## src/rtl/freq_divider_bank_if.sv

```systemverilog
// Bus bundle for freq_divider_bank: enables, shared config write port and divided outputs.
// Define FREQDIV_PULSE_MODE_EN to add the config_mode bit written alongside each divisor.
interface freq_divider_bank_if #(
  parameter int NCH   = 4,
  parameter int WIDTH = 32
);
  localparam int SELW = (NCH > 1) ? $clog2(NCH) : 1;

  // config_div is a one-cycle qualifier: every cycle it is high is exactly one
  // write of din (and config_mode) into channel config_sel. There is no ready;
  // the bank always accepts, and selects >= NCH are silently dropped.
  logic [NCH-1:0]   enable;
  logic             config_div;
  logic [SELW-1:0]  config_sel;
  logic [WIDTH-1:0] din;
`ifdef FREQDIV_PULSE_MODE_EN
  logic             config_mode;
`endif
  logic [NCH-1:0]   clk_out;
  logic [NCH-1:0]   tick;

`ifdef FREQDIV_PULSE_MODE_EN
  modport master (
    output enable, config_div, config_sel, din, config_mode,
    input  clk_out, tick
  );
  modport slave (
    input  enable, config_div, config_sel, din, config_mode,
    output clk_out, tick
  );
`else
  modport master (
    output enable, config_div, config_sel, din,
    input  clk_out, tick
  );
  modport slave (
    input  enable, config_div, config_sel, din,
    output clk_out, tick
  );
`endif
endinterface

```

## src/rtl/freq_divider_bank.sv

```systemverilog
// N-channel programmable clock divider with per-channel enable and glitch-free divisor reload.
// Optional FREQDIV_PULSE_MODE_EN adds a per-channel pulse/toggle output mode bit.
module freq_divider_bank #(
  parameter int NCH   = 4,
  parameter int WIDTH = 32
) (
  input  logic                 clk,
  input  logic                 rst,
  freq_divider_bank_if.slave   bus
);
  localparam int SELW = (NCH > 1) ? $clog2(NCH) : 1;

  for (genvar c = 0; c < NCH; c++) begin : g_ch
    logic [WIDTH-1:0] cnt;
    logic [WIDTH-1:0] act_div;
    logic [WIDTH-1:0] shd_div;
    logic             out_q;
    logic             tick_q;
    logic             wr;
    logic             tc;
`ifdef FREQDIV_PULSE_MODE_EN
    logic             act_mode;
    logic             shd_mode;
`endif

    // Selects outside 0..NCH-1 match no channel, so such writes vanish.
    assign wr = bus.config_div && (bus.config_sel == SELW'(c));
    assign tc = bus.enable[c] && (cnt == act_div);

    always_ff @(posedge clk or posedge rst) begin
      if (rst) begin
        cnt      <= '0;
        act_div  <= '0;
        shd_div  <= '0;
        out_q    <= 1'b0;
        tick_q   <= 1'b0;
`ifdef FREQDIV_PULSE_MODE_EN
        act_mode <= 1'b0;
        shd_mode <= 1'b0;
`endif
      end else if (!bus.enable[c]) begin
        cnt    <= '0;
        out_q  <= 1'b0;
        tick_q <= 1'b0;
        // An idle channel has no period in flight, so a write takes effect now.
        if (wr) begin
          shd_div  <= bus.din;
          act_div  <= bus.din;
`ifdef FREQDIV_PULSE_MODE_EN
          shd_mode <= bus.config_mode;
          act_mode <= bus.config_mode;
`endif
        end
      end else begin
        if (wr) begin
          shd_div  <= bus.din;
`ifdef FREQDIV_PULSE_MODE_EN
          shd_mode <= bus.config_mode;
`endif
        end
        if (tc) begin
          // Active settings swap only here, so the running period never shortens;
          // a write on this same edge lands in the shadow for the period after.
          cnt     <= '0;
          tick_q  <= 1'b1;
          act_div <= shd_div;
`ifdef FREQDIV_PULSE_MODE_EN
          act_mode <= shd_mode;
          out_q    <= shd_mode ? 1'b1 : ~out_q;
`else
          out_q    <= ~out_q;
`endif
        end else begin
          cnt    <= cnt + WIDTH'(1);
          tick_q <= 1'b0;
`ifdef FREQDIV_PULSE_MODE_EN
          if (act_mode) out_q <= 1'b0;
`endif
        end
      end
    end

    assign bus.clk_out[c] = out_q;
    assign bus.tick[c]    = tick_q;
  end

endmodule
```

## src/flat_wrapper.sv

```systemverilog
// flat-port wrapper written by rule: the top's interface ports become plain ports
module freq_divider_bank_flat 
#(
  parameter int NCH   = 4,
  parameter int WIDTH = 32
)
  (clk, rst, bus_enable, bus_config_div, bus_config_sel, bus_din, bus_clk_out, bus_tick);
  freq_divider_bank_if #(.NCH(NCH), .WIDTH(WIDTH)) bus_i ();
  input  logic clk;
  input  logic rst;
  input wire logic [$bits(bus_i.enable)-1:0] bus_enable;
  input wire logic [$bits(bus_i.config_div)-1:0] bus_config_div;
  input wire logic [$bits(bus_i.config_sel)-1:0] bus_config_sel;
  input wire logic [$bits(bus_i.din)-1:0] bus_din;
  output wire logic [$bits(bus_i.clk_out)-1:0] bus_clk_out;
  output wire logic [$bits(bus_i.tick)-1:0] bus_tick;
  assign bus_i.enable = bus_enable;
  assign bus_i.config_div = bus_config_div;
  assign bus_i.config_sel = bus_config_sel;
  assign bus_i.din = bus_din;
  assign bus_clk_out = bus_i.clk_out;
  assign bus_tick = bus_i.tick;
  freq_divider_bank #(.NCH(NCH), .WIDTH(WIDTH)) u_core (.clk(clk), .rst(rst), .bus(bus_i));
endmodule
```

## config.mk

```make
export PLATFORM = sky130hd
export DESIGN_NAME = freq_divider_bank_flat
export DESIGN_NICKNAME = d
export VERILOG_FILES = /design/src/rtl/freq_divider_bank_if.sv /design/src/rtl/freq_divider_bank.sv /design/src/flat_wrapper.sv
export SDC_FILE = /design/constraint.sdc
export NUM_CORES = 1
export LEC_CHECK = 0
export CAP_MARGIN = 10
export CORE_MARGIN = 2
export CORE_UTILIZATION = 30
export DETAILED_ROUTE_END_ITERATION = 6
export GPL_TIMING_DRIVEN = 0
export PLACE_DENSITY = 0.41
export SYNTH_ARGS = -nofsm -noshare
export SYNTH_HDL_FRONTEND = slang
export SYNTH_SLANG_ARGS = --single-unit
```

## constraint.sdc

```tcl
create_clock -name clk -period 14 [get_ports clk]
set_input_delay 1.4 -clock clk [delete_from_list [all_inputs] [get_ports clk]]
set_output_delay 1.4 -clock clk [all_outputs]
set_load 0.05 [all_outputs]
```

=== After elaboration in Yosys (flattened, before gate mapping) ===
Index checks and enable logic that the tools add are counted.

* Flip-flop bits (word level): 392
* Output and inout bits: 8
* Word-level logic and storage cells: 92
* Bits of input ports: 41

* Bitwise operators: 4
* Equal/unequal tests: 11
* Add/sub/neg operators: 4
* Reduce and logical (&&, ||, !) cells: 17
* Muxes and demuxes: 36

{| class="wikitable"
|+ Operator list
! operator !! number
|-
| 2-to-1 mux 32 bit || 20
|-
| adder 32 x 1 -> 32 bit, second input constant || 4
|-
| equality test 32 bit || 4
|-
| 2-to-1 mux 1 bit || 16
|-
| logical AND 1 bit || 8
|-
| != test 2 x 1 -> 1 bit, second input constant || 4
|-
| AND reduction 2 bit || 4
|-
| nonzero test 2 bit || 4
|-
| equality test 2 bit, second input constant || 2
|-
| NOT 1 bit || 4
|-
| equality test 2 x 1 -> 1 bit, second input constant || 1
|-
| zero test 2 bit || 1
|}

=== Depth between registers and ports, before layout ===
* Word-level depth: 4
* Mapped depth: 7
* Depth with buffers taken out: 6

=== Worst setup path after synthesis ===
OpenSTA, ideal clock, no wires.

* Kind: input to register
* Start point: input port bus_config_sel[1]
* End point: register u_core.g_ch[0].act_div[0]
* Arrival time: 2.584 ns
* Setup time: 0.123 ns
* Setup slack: 11.293 ns
* Stages: 5
* Path buffers: 1
* Data required time: 13.877 ns
* Cells stage by stage: nor3b_1 and2_1 clkbuf_1 nand2b_1 o221a_2

* Word-level cells in the longest chain between the ends: 4

{| class="wikitable"
|+ Ends and longest elaborated chain
! what !! RTL line !! RTL
|-
| start: declaration || flat_wrapper.sv:13 || <nowiki>input wire logic [$bits(bus_i.config_sel)-1:0] bus_config_sel;</nowiki>
|-
| zero test 2 bit || freq_divider_bank.sv:27 || <nowiki>assign wr = bus.config_div && (bus.config_sel == SELW'(c));</nowiki>
|-
| logical AND 1 bit || freq_divider_bank.sv:27 ||
|-
| nonzero test 2 bit (no source line) || - ||
|-
| AND reduction 2 bit (no source line) || - ||
|-
| end signal: assignment || freq_divider_bank.sv:48 || <nowiki>act_div <= bus.din;</nowiki>
|-
| end signal: assignment || freq_divider_bank.sv:66 || <nowiki>act_div <= shd_div;</nowiki>
|-
| end: declaration || freq_divider_bank.sv:15 || <nowiki>logic [WIDTH-1:0] act_div;</nowiki>
|}

Every way passes these cells.
A chain may end at the register's enable or synchronous reset.

=== Final worst setup path ===
* Start point: input port bus_config_div
* End point: register u_core.g_ch[0].act_div[0]

* Word-level cells in the longest chain between the ends: 3

{| class="wikitable"
|+ Ends and longest elaborated chain
! what !! RTL line !! RTL
|-
| start: declaration || flat_wrapper.sv:12 || <nowiki>input wire logic [$bits(bus_i.config_div)-1:0] bus_config_div;</nowiki>
|-
| logical AND 1 bit || freq_divider_bank.sv:27 ||
|-
| nonzero test 2 bit (no source line) || - ||
|-
| AND reduction 2 bit (no source line) || - ||
|}

Every way passes these cells.

==> impl_metrics.env <==
export IMPL_cp_depth=6
export IMPL_tritoncts="built"
export IMPL_syn_area_um2=18500
export IMPL_wl_met3_mm=1.93
export IMPL_initialDrtViolationCount=842
export IMPL_crit_path_end="u_core.g_ch[0].act_div[0]$_DFFE_PP0P_"
export IMPL_reg2reg_depth=6
export IMPL_startpoint_type="input port"
export IMPL_ios=49
export IMPL_clockBufferDepth=3
export IMPL_final_cell_mix="392 x dfrtp_1, 202 x xor2_1, 149 x nor2_1, 128 x mux2_2, 125 x o221a_2"
export IMPL_synth_cells=1562
export IMPL_grt_pass1_wl_mm=83.1
export IMPL_ys_ff_latch=392
export IMPL_globalplace_congestion=0.778
export IMPL_drt_first_pass_iters=4
export IMPL_r2r_start="u_core.g_ch[1].cnt[19]$_DFF_PP0_"
export IMPL_setup_violations_final=0
export IMPL_seqCellArea_um2=9810
export IMPL_grt_setup_unrepaired="false"
export IMPL_design_area_um2=21700
export IMPL_synthDominantCellAreaShare=0.530
export IMPL_crit_path_max_fanout=10
export IMPL_dr_wl_met2_mm=24.1
export IMPL_finalCritPeriodShare=0.245
export IMPL_postCtsSetupBuffers=0
export IMPL_async_flop_share=1.00
export IMPL_top_layer="met4"
export IMPL_fillers=6109
export IMPL_powerDensity_nw_per_um2=141
export IMPL_vias=12410
export IMPL_status="finished clean"
export IMPL_grt_pass1_vias=12794
export IMPL_dieArea_um2=63800
export IMPL_routed_wl_mm=53.9
export IMPL_max_cap_violations=0
export IMPL_slowest_delay_ns=0.83
export IMPL_start_util=0.302
export IMPL_synth_edf_count=0
export IMPL_p_total_uw=3070
export IMPL_track_usage=0.173
export IMPL_ant_nets=0
export IMPL_leakage_uw=0.00887
export IMPL_critPathBufInv=2
export IMPL_slowest_stage="nor3b_1"
export IMPL_yosys_top_cells_area="dfrtp_1 53%, xor2_1 9.6%, mux2_2 7.8%"
export IMPL_criticalPathCategory="input port to flip-flop"
export IMPL_core_area_um2=61400
export IMPL_crit_family="simple AND/OR/NAND/NOR gates"
export IMPL_floorplan_rows=91
export IMPL_ys_types=44
export IMPL_fin_crit_ns=3.43
export IMPL_cts_htree_levels=2
export IMPL_grt_max_degree=122
export IMPL_max_slew_margin=0.315
export IMPL_cts_sinks=392
export IMPL_wire_per_inst_um=21.6
export IMPL_die_y_um=252
export IMPL_rrSetupSlack_ns=11.41
export IMPL_place_area_um2=20100
export IMPL_drc=0
export IMPL_final_common_cell="dfrtp_1"
export IMPL_hold_path_class="flip-flop to flip-flop"
export IMPL_multi_input_comb_area_um2=8150
export IMPL_wl_met1_mm=26.6
export IMPL_ys_seq_area_frac=0.530
export IMPL_avgSynthCellArea_um2=11.9
export IMPL_clk_pin_slew_worst_paths_ns=0.06
export IMPL_worstReg2RegEnd="u_core.g_ch[1].act_div[19]$_DFFE_PP0P_"
export IMPL_cp_required_ns=14.46
export IMPL_worst_pin_slew_ns=1.02
export IMPL_port_buffers=45
export IMPL_synth_warnings=0
export IMPL_area_delta_synth_final_pct=17.3
export IMPL_cp_cell_sequence="clkdlybuf4s50_1, nor3b_1, and2_1, clkbuf_1, nand2b_1, o221a_2"
export IMPL_ir_drop_v=0.0000757
export IMPL_end_kind="flip-flop"
export IMPL_syn_num_nets=1607
export IMPL_grt_overflow=0
export IMPL_hpwl_mm=36.6
export IMPL_die_x_um=252
export IMPL_antenna_found_initial=1
export IMPL_fin_nets=1705
export IMPL_ys_flop_type="dfrtp_1"
export IMPL_clock_latency_ns=0.58
export IMPL_max_freq_mhz=292
export IMPL_ctsHoldBuffers=0
export IMPL_drive_above_1_share=0.242
export IMPL_cp_data_arrival_time_ns=3.89
export IMPL_fin_skew_ns=0.0144
export IMPL_viasPerCell=4.99
export IMPL_cts_resized_gates=0
export IMPL_hold_viol_final=0
export IMPL_drv_slew=0
export IMPL_cts_made_buffers=48
export IMPL_cts_root_buffer="clkbuf_16"
export IMPL_crit_start="bus_config_div"
export IMPL_synth_area_leader_cell="dfrtp_1"
synth_stat cells (2+ instances only):
cell and instances:
o21ai_0 7, mux2_2 128, buf_4 8, nand2b_1 32, nor2_2 2, and3_1 14
o21ai_1 3, dfrtp_1 392, nand3b_1 2, and4_1 20, buf_6 3, nand3_1 46
buf_2 34, buf_1 4, nor2_1 149, xnor2_1 43, nand4_1 49, nor3_2 8
or4_4 2, o221a_1 3, and2_1 3, xor2_1 202, a31o_2 4, o221a_2 125
a21oi_1 5, nor4_2 4, clkbuf_1 47, inv_1 23, a21boi_0 2, nor4_1 33
or3_1 103, nand4b_1 2, nor4_4 3, nor3_1 8, ha_1 4, nand2_1 37
how the worst min path moves through the flow:
stage | to | cells after the start | startpoint | slack, ns
2_1_floorplan | u_core.g_ch[1].shd_div[30]$_DFFE_PP0P_ | 1 | u_core.g_ch[1].shd_div[30]$_DFFE_PP0P_ | 0.48
3_3_place_gp | u_core.g_ch[3].shd_div[27]$_DFFE_PP0P_ | 1 | u_core.g_ch[3].shd_div[27]$_DFFE_PP0P_ | 0.49
3_5_place_dp | u_core.g_ch[1].shd_div[18]$_DFFE_PP0P_ | 1 | u_core.g_ch[1].shd_div[18]$_DFFE_PP0P_ | 0.49
4_1_cts | u_core.g_ch[1].shd_div[18]$_DFFE_PP0P_ | 1 | u_core.g_ch[1].shd_div[18]$_DFFE_PP0P_ | 0.51
5_1_grt | u_core.g_ch[3].shd_div[16]$_DFFE_PP0P_ | 1 | u_core.g_ch[3].shd_div[16]$_DFFE_PP0P_ | 0.52
6_report | u_core.g_ch[1].shd_div[18]$_DFFE_PP0P_ | 1 | u_core.g_ch[1].shd_div[18]$_DFFE_PP0P_ | 0.51
area by class of cell:
class,instances,area share
Antenna cell,5,0.000576
Buffer,97,0.0219
Clock buffer,63,0.0634
Clock inverter,21,0.0134
Inverter,23,0.00432
Multi-Input combinational cell,1050,0.375
Sequential cell,392,0.451
Tap cell,790,0.0455
Timing Repair Buffer,48,0.0245
kinds of logic (layout without fill, tap and decap cells):
logic type,count (synthesis),count (layout),share of synthesized area
AOI/OAI and AO/OA,150,150,0.0854
muxes,128,128,0.0778
other,0,5,0
and+or+nand+nor,523,523,0.158
buffers and inverters,120,252,0.0303
DFF,392,392,0.530
xor gates and xnor gates,245,245,0.116
adders and majority gates,4,4,0.00270
worst reg2reg max path, stage by stage (launching register included):
cell and delay, ns:
dfrtp_1 0.45, xor2_1 0.17, nor4_1 0.59, and4_1 0.35, nand3_1 0.24, clkbuf_1 0.34
o221a_2 0.34
stage by stage:
stage	utilization	setup slack [ns]	hold WS [ns]	setup TNS, ns	std cells
after CTS	0.354	10.45	0.508	0	2484
final	0.354	10.57	0.507	0	2489
after detailed placement	0.327	9.83	0.495	0	2400
after floorplan	-	1.70	0.480	0	1562
after global placement	0.325	-4.07	0.489	-1580.03	2397
after global routing	0.354	10.24	0.523	0	2484
power by group:
group	switching (uW)	internal (uW)
clock	508	817
combinational	152	181
sequential	123	1290
state kept, by name, indices dropped and copies added, names as in the netlist:
| name | count |
|---|---|
| u_core.g_ch.out_q | 4 |
| u_core.g_ch.shd_div | 128 |
| u_core.g_ch.cnt | 128 |
| u_core.g_ch.tick_q | 4 |
| u_core.g_ch.act_div | 128 |
routing by layer:
metal / GRT usage / vias up
li1: - / 5842
met2: 0.265 / 172
met5: 0 / -
met4: 0.0482 / 0
met1: 0.253 / 6323
met3: 0.0255 / 73
Power figures use the tool's default switching activity.
